[config.mk]
export PLATFORM = sky130hd
export DESIGN_NAME = tick_generator
export DESIGN_NICKNAME = d
export VERILOG_FILES = /design/src/rtl/tick_generator.sv
export SDC_FILE = /design/constraint.sdc
export NUM_CORES = 1
export LEC_CHECK = 0
export CAP_MARGIN = 20
export CORE_ASPECT_RATIO = 0.6
export CORE_MARGIN = 1.5
export CORE_UTILIZATION = 55
export DETAILED_ROUTE_END_ITERATION = 16
export GPL_ROUTABILITY_DRIVEN = 0
export PLACE_DENSITY = 0.85
export SYNTH_ARGS = -nofsm -noshare
export SYNTH_HDL_FRONTEND = slang
export SYNTH_SLANG_ARGS = --single-unit
[constraint.sdc]
create_clock -name clk -period 2.95 [get_ports clk]
set_input_delay 0.59 -clock clk [delete_from_list [all_inputs] [get_ports clk]]
set_output_delay 0.59 -clock clk [all_outputs]
set_load 0.03 [all_outputs]
[src/rtl/tick_generator.sv]
// ---------------------------------------------------------------------------
// tick_generator
//   Multi-channel programmable tick / clock-enable generator. Every channel
//   owns a counter that wraps after `div` cycles, producing a one-cycle
//   registered strobe (tick) and a 50%-duty divided clock (clk_out) that
//   toggles on every tick. Divisors can be rewritten at runtime; a new value
//   is held as pending and only takes effect on the channel's wrap, so the
//   period changes without runt pulses.
//
//   Optional feature macro: TICKGEN_PAUSE_EN (adds the per-channel pause port).
//
// Ports
//   clk          system clock
//   rst_n        asynchronous active-low reset
//   sync_clr     synchronous realign of all channels (cnt/clk_out/tick -> 0,
//                pending divisors applied at once)
//   div_wr_en    divisor write strobe
//   div_wr_ch    target channel; values >= NUM_CH are ignored
//   div_wr_data  new divisor (0 disables the channel)
//   pause        per-channel freeze (TICKGEN_PAUSE_EN only)
//   tick         1-cycle strobe at end of each channel period
//   clk_out      toggles on every tick
//   div_pending  a written divisor is waiting to be applied
// ---------------------------------------------------------------------------

// Per-channel counter, divisor register and pending-write slot.
module tick_channel #(
    parameter int              CNT_W   = 21,
    parameter logic [CNT_W-1:0] DIV_RST = '0
) (
    input  logic             clk,
    input  logic             rst_n,
    input  logic             sync_clr,
    input  logic             wr_en,
    input  logic [CNT_W-1:0] wr_data,
    input  logic             pause,
    output logic             tick,
    output logic             clk_out,
    output logic             div_pending
);

    logic [CNT_W-1:0] cnt;
    logic [CNT_W-1:0] div;
    logic [CNT_W-1:0] pend;
    logic             wrap;
    logic             apply;

    always_comb begin
        wrap  = (div != '0) && (cnt == div - CNT_W'(1));
        // A pending divisor lands on sync_clr, on a wrap, or straight away
        // when the channel is disabled (no wrap would ever come). A paused
        // channel keeps the old divisor until it runs again.
        apply = div_pending && (sync_clr || (!pause && ((div == '0) || wrap)));
    end

    always_ff @(posedge clk or negedge rst_n) begin
        if (!rst_n) begin
            cnt         <= '0;
            div         <= DIV_RST;
            pend        <= '0;
            div_pending <= 1'b0;
            tick        <= 1'b0;
            clk_out     <= 1'b0;
        end else begin
            // A write in the same cycle as an apply refills the slot: the
            // apply uses the old pend (NBA read), the new value waits.
            if (wr_en) begin
                pend        <= wr_data;
                div_pending <= 1'b1;
            end else if (apply) begin
                div_pending <= 1'b0;
            end

            if (apply)
                div <= pend;

            if (sync_clr) begin
                cnt     <= '0;
                tick    <= 1'b0;
                clk_out <= 1'b0;
            end else if (pause) begin
                tick <= 1'b0;
            end else if (div == '0) begin
                cnt  <= '0;
                tick <= 1'b0;
            end else if (wrap) begin
                cnt     <= '0;
                tick    <= 1'b1;
                clk_out <= ~clk_out;
            end else begin
                cnt  <= cnt + CNT_W'(1);
                tick <= 1'b0;
            end
        end
    end

endmodule

module tick_generator #(
    parameter int                      NUM_CH   = 2,
    parameter int                      CNT_W    = 21,
    parameter logic [NUM_CH*CNT_W-1:0] DIV_INIT = {21'd833333, 21'd2},
    localparam int                     CH_W     = (NUM_CH > 1) ? $clog2(NUM_CH) : 1
) (
    input  logic              clk,
    input  logic              rst_n,
    input  logic              sync_clr,
    input  logic              div_wr_en,
    input  logic [CH_W-1:0]   div_wr_ch,
    input  logic [CNT_W-1:0]  div_wr_data,
`ifdef TICKGEN_PAUSE_EN
    input  logic [NUM_CH-1:0] pause,
`endif
    output logic [NUM_CH-1:0] tick,
    output logic [NUM_CH-1:0] clk_out,
    output logic [NUM_CH-1:0] div_pending
);

    // NUM_CH always fits in CH_W+1 bits, so the range check is exact even
    // when NUM_CH is not a power of two.
    localparam logic [CH_W:0] NUM_CH_V = (CH_W + 1)'(NUM_CH);

    logic              wr_ok;
    logic [NUM_CH-1:0] pause_int;

    assign wr_ok = div_wr_en && ({1'b0, div_wr_ch} < NUM_CH_V);

`ifdef TICKGEN_PAUSE_EN
    assign pause_int = pause;
`else
    assign pause_int = '0;
`endif

    for (genvar i = 0; i < NUM_CH; i++) begin : g_ch
        tick_channel #(
            .CNT_W   (CNT_W),
            .DIV_RST (DIV_INIT[i*CNT_W +: CNT_W])
        ) u_ch (
            .clk         (clk),
            .rst_n       (rst_n),
            .sync_clr    (sync_clr),
            .wr_en       (wr_ok && (div_wr_ch == CH_W'(i))),
            .wr_data     (div_wr_data),
            .pause       (pause_int[i]),
            .tick        (tick[i]),
            .clk_out     (clk_out[i]),
            .div_pending (div_pending[i])
        );
    end

endmodule

==> results.cfg, run 1 <==
[placement]
dpl.cell_count = 881
dpl_worst_slack_ns = -0.3185
hpwl_um = 13220
portBuffers = 31

[clock_tree]
clk_latency_ns = 0.42
clk_pin_slew_ns = 0.06
cts_tree = built
ctsHoldBuffers = 0
cts_sinks = 132
max-clock-path-buffers = 2
htreeDepth = 4
ctsRootBufferMaster = clkbuf_16
cts_buffers = 17

[yosys]
syn_avg_cell_area_um2 = 11.08
synthCells = 642
synthMuxAreaShare_pct = 14.49
async_flop_share_pct = 100.0
synth_compound_area_share_pct = 5.364
syn_area_um2 = 7114
ys_types = 63
synth-edff-count = 0
yosysSeqAreaShare_pct = 46.66
synthXorXnorAreaFrac_pct = 11.70
synth_top_family_by_area = simple AND/OR/NAND/NOR gates
synth_seq_cells = 132
synth_simple_gate_area_share_pct = 17.55
synthAdderAreaFrac_pct = 1.055
syn-num-nets = 674
synth_ff_type = dfrtp_1
ys_warn_count = 0

[job]
maxCapViolCount = 0

[detailed_routing]
ant_nets = 0
avgRoutedWirePerCell_um = 23.85
dr.pass1.iters = 9
dr.first_iter.drc_count = 591
wirelength_um = 22140
vias_per_cell = 6.433
drc_errors = 0
vias = 5970

[power]
p_leak_nw = 3.933
power.density_nw_per_um2 = 716.7
finalPower_mw = 6.719
vdd_ir_drop_max_mv = 0.5721

[timing]
slew_violations = 0
fin_ws_ns = -0.3131
worst_pin_slew_ns = 0.7154
max_slew_margin_pct = 51.94
hold_violations = 0
fin_tns_setup_ns = -19.16
max_freq_ghz = 0.3065
fin_crit_ns = 3.263
rsz0062_at_grt = yes
finalCritPeriodShare_pct = 110.6
setup_viol = 86
finalClockSkew_ns = 0.008939

[setup_path]
rr_worst_depth = 9
worstSetupPathType = flop to flop
critPathLaunchType = flop
worst-path-max-fanout = 21
endpoint_kind = flop
cp.required_ns = 3.25
arrival_ns = 3.56

[global_route]
grt_most_used_layer = met2
met1_usage_pct = 41.72
met2_usage_pct = 48.43
grt_start_max_net_pins = 72
grt_usage_pct = 31.57
grt.overflow.total = 0
antenna_found_initial = 1
grt_first_pass_wirelength_um = 32390
grt.met3_usage_pct = 9.146
grt_pass1_vias = 6005

[cells_and_area]
drive_gt1_share_pct = 38.93
areaGrowthSynthToFinish_pct = 31.78
final_cells = 928
nNetsFinal = 782
diodes = 0

[worst_hold_path]
hold_class = primary input to asynchronous set/reset pin

[die]
core_um2 = 12330
die-height_um = 91.10
initial_utilization_pct = 57.68
die_x_um = 149.8
num_rows = 31
die-area_um2 = 13650
io_pins = 32

[run_status]
status = complete, but fails checks
violations = negative setup slack
[synth_stat cells, types with 5 or more instances]
| cell type | count | area (um2) |
|---|---|---|
| or4_1 | 12 | 90.09 |
| dfrtp_1 | 119 | 2978 |
| nor3b_1 | 6 | 45.04 |
| a21oi_1 | 5 | 25.02 |
| xnor2_1 | 53 | 464.2 |
| nand2b_1 | 7 | 43.79 |
| buf_6 | 5 | 56.30 |
| and3_1 | 11 | 68.82 |
| a31oi_1 | 5 | 31.28 |
| inv_1 | 9 | 33.78 |
| nand3_1 | 26 | 130.1 |
| ha_1 | 6 | 75.07 |
| mux2_1 | 19 | 214.0 |
| nor3_1 | 13 | 65.06 |
| nand4_1 | 9 | 56.30 |
| clkbuf_1 | 16 | 60.06 |
| buf_4 | 6 | 45.04 |
| dfstp_2 | 13 | 341.6 |
| xor2_1 | 42 | 367.9 |
| nor2_1 | 68 | 255.2 |
| mux2_4 | 20 | 300.3 |
| o21ai_0 | 8 | 40.04 |
| or3_1 | 6 | 37.54 |
| mux2_2 | 45 | 506.7 |
| nand3b_1 | 5 | 37.54 |
| nor4_1 | 12 | 75.07 |
| nand2_1 | 26 | 97.59 |
| o211ai_1 | 5 | 37.54 |
[placed cells by master (no fill, tap or decap), types with 13 or more instances in the layout]
master	n
mux2_2	45
nand2_1	26
nand3_1	25
nor2_1	44
mux2_4	39
xor2_1	42
dfrtp_1	119
clkbuf_16	19
xnor2_1	52
buf_4	77
nor2_4	19
clkdlybuf4s50_1	30
dfstp_2	13
[cell families (layout without fill, tap and decap cells)]
family / count (synthesis) / after routing
simple gates: 228 / 228
compound gates: 53 / 53
mux: 85 / 85
fa+ha+maj: 6 / 6
xor+xnor: 95 / 95
flops: 132 / 132
buf+inv: 43 / 164
[cell type report]
cell class,instances,area [um2]
Multi-Input combinational cell,467,4069
Clock buffer,20,456.7
Clock inverter,12,130.1
Inverter,9,33.78
Tap cell,165,206.4
Sequential cell,132,3319
Timing Repair Buffer,123,1160
Fill cell,677,2959
[state kept, by name (all words and copies together) (netlist names)]
register	cells
g_ch.u_ch.clk_out	2
g_ch.u_ch.cnt	42
g_ch.u_ch.div	42
g_ch.u_ch.div_pending	2
g_ch.u_ch.pend	42
g_ch.u_ch.tick	2
[path summary, 6_finish.rpt]
check / start / end / slack, ns
worst max register to register: g_ch[1].u_ch.div[1] / g_ch[1].u_ch.div[1] / -0.31
max in group asynchronous: rst_n / g_ch[1].u_ch.div[15] / 2.07
min in group clk: g_ch[1].u_ch.pend[5] / g_ch[1].u_ch.pend[5] / 0.51
worst min-delay path: rst_n / g_ch[1].u_ch.div[14] / 0.08
worst max-delay path: g_ch[1].u_ch.div[1] / g_ch[1].u_ch.div[1] / -0.31
worst min register to register: g_ch[1].u_ch.pend[5] / g_ch[1].u_ch.pend[5] / 0.51
[routing by layer]
layer	vias to the layer above	routed length (um)
met5	-	43
met4	2	1073
met3	128	2040
met2	406	10010
met1	2954	8971
li1	2480	-
[power by group]
| part | switching [mW] | internal, mW |
|---|---|---|
| registers | 0.248 | 2.12 |
| logic | 1.14 | 1.10 |
| clock network | 0.815 | 1.29 |
[per-stage QoR]
step                hold slack, ns  area (um2)  util [%]
finish                     0.08314        9375     76.01
global route                0.1008        9375     76.01
CTS                        0.08252        9065     73.49
detailed placement          0.4923        8205     66.52
global placement            0.4698        8205     66.52
floorplan                   0.2944        7242         -
[worst max-delay path, stage by stage, from the launching register on]
cell and delay [ns]:
dfrtp_1 0.39, or4_1 0.51, or4_4 0.60, mux2i_4 0.23, o2111ai_2 0.18, a211o_1 0.34
nor4b_4 0.26, o21ai_2 0.12, buf_12 0.19, mux2_4 0.32
[repair_timing]
| item | CTS | global route |
|---|---|---|
| cloned | 1 | 3 |
| endpoints found under the setup margin | 86 | 89 |
| setup buffers | 7 | 8 |
| pin swaps | 14 | 23 |
| endpoints found under the hold margin | 0 | 0 |
| gates resized for setup | 38 | 57 |
Power figures use the tool's default switching activity.
==> run 2: changes to the inputs <==
- CORE_UTILIZATION: 55 -> 58
- PLACE_DENSITY: 0.85 -> 0.86
- clock period: 2.95 -> 3.5 ns (I/O delays scaled with it)
==> run 2 against run 1 <==
Effect of this change:
- maximum frequency fell by 6.4%
- largest power group unchanged
- sequential cell count did not move
- power fell by 22%
- global-route usage fell by 3.0 points
- register-to-register slack improved by 0.33 ns
- critical path depth did not move
- the flow now finishes without violations
- combinational power fell by 47%
- via count fell by 11%
- sequential power fell by 11%
==> results.cfg, run 2 (same netlist as run 1, synthesis figures left out) <==
[timing]
slew_violations = 0
fin_crit_ns = 3.488
whs_ns = 0.3060
setup_viol = 0
worst_pin_slew_ns = 1.061
max_slew_margin_pct = 29.10
max_freq_ghz = 0.2867
finalCritPeriodShare_pct = 99.64
hold_violations = 0
finalClockSkew_ns = 0.006853

[worst_hold_path]
hold_class = primary input to asynchronous set/reset pin

[cells_and_area]
regArea_um2 = 3319
nNetsFinal = 713
largest_registers = g_ch.u_ch.cnt: 42 flops, g_ch.u_ch.div: 42 flops, g_ch.u_ch.pend: 42 flops
finish.instance_area_um2 = 8330
n_fill_cell = 825
drive_gt1_share_pct = 21.90
diodes = 0
multiInputGateArea_um2 = 3605
areaGrowthSynthToFinish_pct = 17.09
mostFrequentLayoutCells = 119 x dfrtp_1, 68 x nor2_1, 53 x xnor2_1
final_common_cell = dfrtp_1

[die]
core_um2 = 12020
initial_utilization_pct = 59.17
die-height_um = 88.79
io_pins = 32
num_rows = 31
die-area_um2 = 12960
die_x_um = 146.0

[detailed_routing]
vias_per_cell = 6.217
dr.first_iter.drc_count = 595
avgRoutedWirePerCell_um = 19.99
vias = 5340
drc_errors = 0
dr.pass1.iters = 5
ant_nets = 0
wirelength_um = 17170

[setup_path]
r2r_slack_ns = 0.01
critPathLaunchType = flop
worst-path-max-fanout = 21
reg2reg_from = g_ch[1].u_ch.div[8]
endpoint_kind = flop
arrival_ns = 3.78
worstSetupPathType = flop to flop
rr_worst_depth = 9
r2r_end = g_ch[1].u_ch.div[16]
cp.required_ns = 3.80

[global_route]
antenna_found_initial = 0
grt_start_max_net_pins = 53
grt.overflow.total = 0
grt_first_pass_wirelength_um = 28120
grt_usage_pct = 28.54
grt_pass1_vias = 5391

[placement]
hpwl_um = 12010
portBuffers = 31
place_area_um2 = 7634

[clock_tree]
ctsRootBufferMaster = clkbuf_16
cts_sinks = 132
cts_buffers = 17
max-clock-path-buffers = 2
htreeDepth = 4
clk_latency_ns = 0.42
cts_tree = built
clk_pin_slew_ns = 0.06

[power]
power.density_nw_per_um2 = 625.9
vdd_ir_drop_max_mv = 0.3864
p_leak_nw = 3.468

[job]
maxCapViolCount = 0

[run_status]
status = complete, no violations
run 2: how the worst max path moves through the flow:
| stage | start | slack [ns] | depth (start not counted) | to |
|---|---|---|---|---|
| 4_1_cts | g_ch[1].u_ch.div[8] | 0.03 | 9 | g_ch[1].u_ch.div[16] |
| 3_3_place_gp | g_ch[1].u_ch.div[8] | 0.21 | 9 | g_ch[1].u_ch.div[3] |
| 3_5_place_dp | g_ch[0].u_ch.div[0] | 0.03 | 11 | g_ch[0].u_ch.div[3] |
| 6_report | g_ch[1].u_ch.div[8] | 0.01 | 9 | g_ch[1].u_ch.div[16] |
| 2_1_floorplan | g_ch[1].u_ch.div[2] | 0.28 | 9 | g_ch[1].u_ch.div[11] |
| 5_1_grt | g_ch[1].u_ch.div[2] | -0.04 | 8 | g_ch[1].u_ch.div[16] |
run 2: metal layers:
metal	global-route usage [%]	wire length (um)	vias up
li1	-	-	2350
met1	40.13	7789	2641
met2	42.94	7535	294
met3	6.753	1423	55
met4	12.21	419	0
met5	0	0	-
run 2: worst max-delay path, cell delays in order, from the launching register on:
cell	delay, ns
dfstp_2	0.41
or4_4	0.59
or4_4	0.58
o31ai_2	0.27
o2111ai_1	0.17
a211o_1	0.34
nor4b_4	0.38
o21ai_2	0.11
buf_12	0.19
mux2_4	0.31
run 2: through the flow:
stage          setup TNS [ns]  power, mW  worst slack [ns]  util [%]  cells
6_report                    0      5.214           0.01244     69.28    859
5_1_grt               -0.2762      5.428          -0.04236     69.28    859
4_1_cts                     0      5.182           0.03104     68.92    857
3_5_place_dp                0      3.227           0.02501     63.49    825
3_3_place_gp                0      3.147            0.2098     63.49    825
2_1_floorplan               0      2.835            0.2804         -    642
run 2: repair_timing:
| item | CTS | global route |
|---|---|---|
| endpoints found under the setup margin | 1 | 70 |
| resized for setup | 1 | 7 |
| hold buffers | 0 | 0 |
| setup buffers | 0 | 2 |
| pin swaps | 0 | 2 |
run 2: area by class of cell:
cell class              count  area share [%]
clock inverters             8           1.757
repair buffers             54           6.218
clock buffers              24           6.023
multi-input cells         467           43.27
flip-flops and latches    132           39.85
inverters                   9          0.4055
well taps                 165           2.478
run 2: report_power, final:
| part | total [mW] | leakage [nW] | internal (mW) | switching (mW) |
|---|---|---|---|---|
| Combinational | 1.19 | 1.52 | 0.592 | 0.594 |
| Sequential | 2.10 | 1.63 | 1.79 | 0.308 |
| Clock | 1.93 | 0.316 | 1.29 | 0.641 |
| Total | 5.21 | 3.47 | 3.67 | 1.54 |
==> run 3: changes to the inputs <==
- GPL_ROUTABILITY_DRIVEN: 0 -> 1
- PLACE_DENSITY: 0.86 -> 0.77
==> run 3 against run 2 <==
Effect of this change:
- die area did not move
- first-iteration DRC count shrank 34%
- register-to-register slack gained 0.11 ns
- sequential cell count stayed put
- global-route usage rose by 0.34 points
- sequential power is essentially flat
- worst setup slack improved by 0.11 ns
- largest cell class unchanged
- combinational power grew 3%
==> results.cfg, run 3 (same netlist as run 1, synthesis figures left out) <==
[clock_tree]
ctsHoldBuffers = 0
ctsRootBufferMaster = clkbuf_16
cts_resized = 0
max-clock-path-buffers = 2
cts_tree = built
cts_buffers = 17
cts_sinks = 132
post_cts_buffers = 0
clk_pin_slew_ns = 0.06
htreeDepth = 4
clk_latency_ns = 0.42

[cells_and_area]
nNetsFinal = 720
post-route-util_pct = 69.26
drive_gt1_share_pct = 22.68
areaGrowthSynthToFinish_pct = 17.06
mostFrequentLayoutCells = 119 x dfrtp_1, 68 x nor2_1, 53 x xnor2_1
largest_registers = g_ch.u_ch.cnt: 42 flops, g_ch.u_ch.div: 42 flops, g_ch.u_ch.pend: 42 flops
final_common_cell = dfrtp_1
diodes = 0
finish.instance_area_um2 = 8328

[power]
seqPwrFrac_pct = 41.4
vdd_ir_drop_max_mv = 0.3892
p_leak_nw = 3.456
power.density_nw_per_um2 = 604.9
p_int_mw = 3.402
switchingPower_mw = 1.636
power_frac_comb_pct = 24.4
sw_frac_of_total_pct = 32.48
clkPwrFrac_pct = 34.2
finalPower_mw = 5.038

[detailed_routing]
wirelength_um = 17500
drc_errors = 0
vias_per_cell = 6.027
dr.pass1.iters = 5
dr.first_iter.drc_count = 393
ant_nets = 0
avgRoutedWirePerCell_um = 20.21
vias = 5219

[global_route]
grt_first_pass_wirelength_um = 28250
grt.overflow.total = 0
antenna_found_initial = 0
grt_usage_pct = 28.88
grt_pass1_vias = 5158
grt_start_max_net_pins = 60

[placement]
portBuffers = 31
hpwl_um = 12700
place_area_um2 = 7739
gp_congestion = 0.9707

[setup_path]
crit_buf_inv = 1
cp.required_ns = 3.80
crit_cells = 9
max_stage_delay_ns = 0.59
path_cells = or4_1 > or4_4 > mux2i_1 > o2111ai_1 > a211o_1 > nor4b_4 > o21ai_2 > buf_12 > mux2_4
worstSetupPathType = flop to flop
crit_slowest_cell = or4_4
arrival_ns = 3.67
worst-path-max-fanout = 21
cp_top_family = simple AND/OR/NAND/NOR gates
endpoint_kind = flop
rr_worst_depth = 9
r2r_slack_ns = 0.12
critPathLaunchType = flop

[die]
die_x_um = 146.0
io_pins = 32
core_um2 = 12020
die-height_um = 88.79
num_rows = 31
die-area_um2 = 12960
initial_utilization_pct = 59.17

[timing]
fin_tns_setup_ns = 0
worst_pin_slew_ns = 0.7887
finalClockSkew_ns = 0.01145
fin_crit_ns = 3.378
max_freq_ghz = 0.2960
max_slew_margin_pct = 47.42
finalCritPeriodShare_pct = 96.52
hold_violations = 0
slew_violations = 0
setup_viol = 0

[run_status]
status = complete, no violations

[worst_hold_path]
hold_class = primary input to asynchronous set/reset pin

[job]
maxCapViolCount = 0
[run 3: cell count changes in the layout (fill, tap and decap cells not counted), moves of 3 or more]
cell / delta
clkbuf_8: -4
inv_6: +3
buf_12: +3
bufinv_16: -3
buf_4: +4
clkinvlp_4: +5
[run 3: per-stage QoR]
| stage | std cells | worst slack [ns] | hold slack (ns) |
|---|---|---|---|
| final | 866 | 0.1218 | 0.3503 |
| after global routing | 866 | -0.02336 | 0.4163 |
| after CTS | 866 | 0.07818 | 0.3926 |
| after detailed placement | 834 | 0.09472 | 0.4752 |
| after global placement | 834 | 0.1617 | 0.4626 |
| after floorplan | 642 | 0.2804 | 0.4044 |
[run 3: path summary, 6_finish.rpt]
kind | from | end
worst max-delay path | g_ch[1].u_ch.div[8] | g_ch[1].u_ch.div[3]
worst min-delay path | rst_n | g_ch[1].u_ch.pend[15]
worst max register to register | g_ch[1].u_ch.div[8] | g_ch[1].u_ch.div[3]
worst min register to register | g_ch[0].u_ch.pend[8] | g_ch[0].u_ch.div[8]
max in group asynchronous | rst_n | g_ch[1].u_ch.div[10]
min in group clk | g_ch[0].u_ch.pend[8] | g_ch[0].u_ch.div[8]
[run 3: power by group through the flow]
stage	registers (mW)	clock network [mW]	logic [mW]
4_1_cts	2.08	1.74	1.20
3_5_place_dp	2.09	0	1.18
5_1_grt	2.12	1.81	1.31
3_3_place_gp	2.07	0	1.12
6_report	2.09	1.73	1.23
2_1_floorplan	1.97	0	0.860
[run 3: final cells by class]
type | count | area [um2]
fill | 888 | 3696
multi-input combinational | 467 | 3592
sequential | 132 | 3319
timing repair buffer | 61 | 608.1
clock buffer | 18 | 439.2
tap | 165 | 206.4
clock inverter | 14 | 128.9
inverter | 9 | 33.78
[run 3: layer usage]
metal,wire length [um],track usage [%]
met1,8409,41.69
met2,7486,43.16
met3,1305,7.216
met4,303,9.183
met5,0,0
[run 3: worst reg2reg max path, cell delays in order, from the launching register on]
cell and delay, ns:
dfstp_2 0.41, or4_1 0.56, or4_4 0.59, mux2i_1 0.31
o2111ai_1 0.19, a211o_1 0.33, nor4b_4 0.26, o21ai_2 0.10
buf_12 0.18, mux2_4 0.33
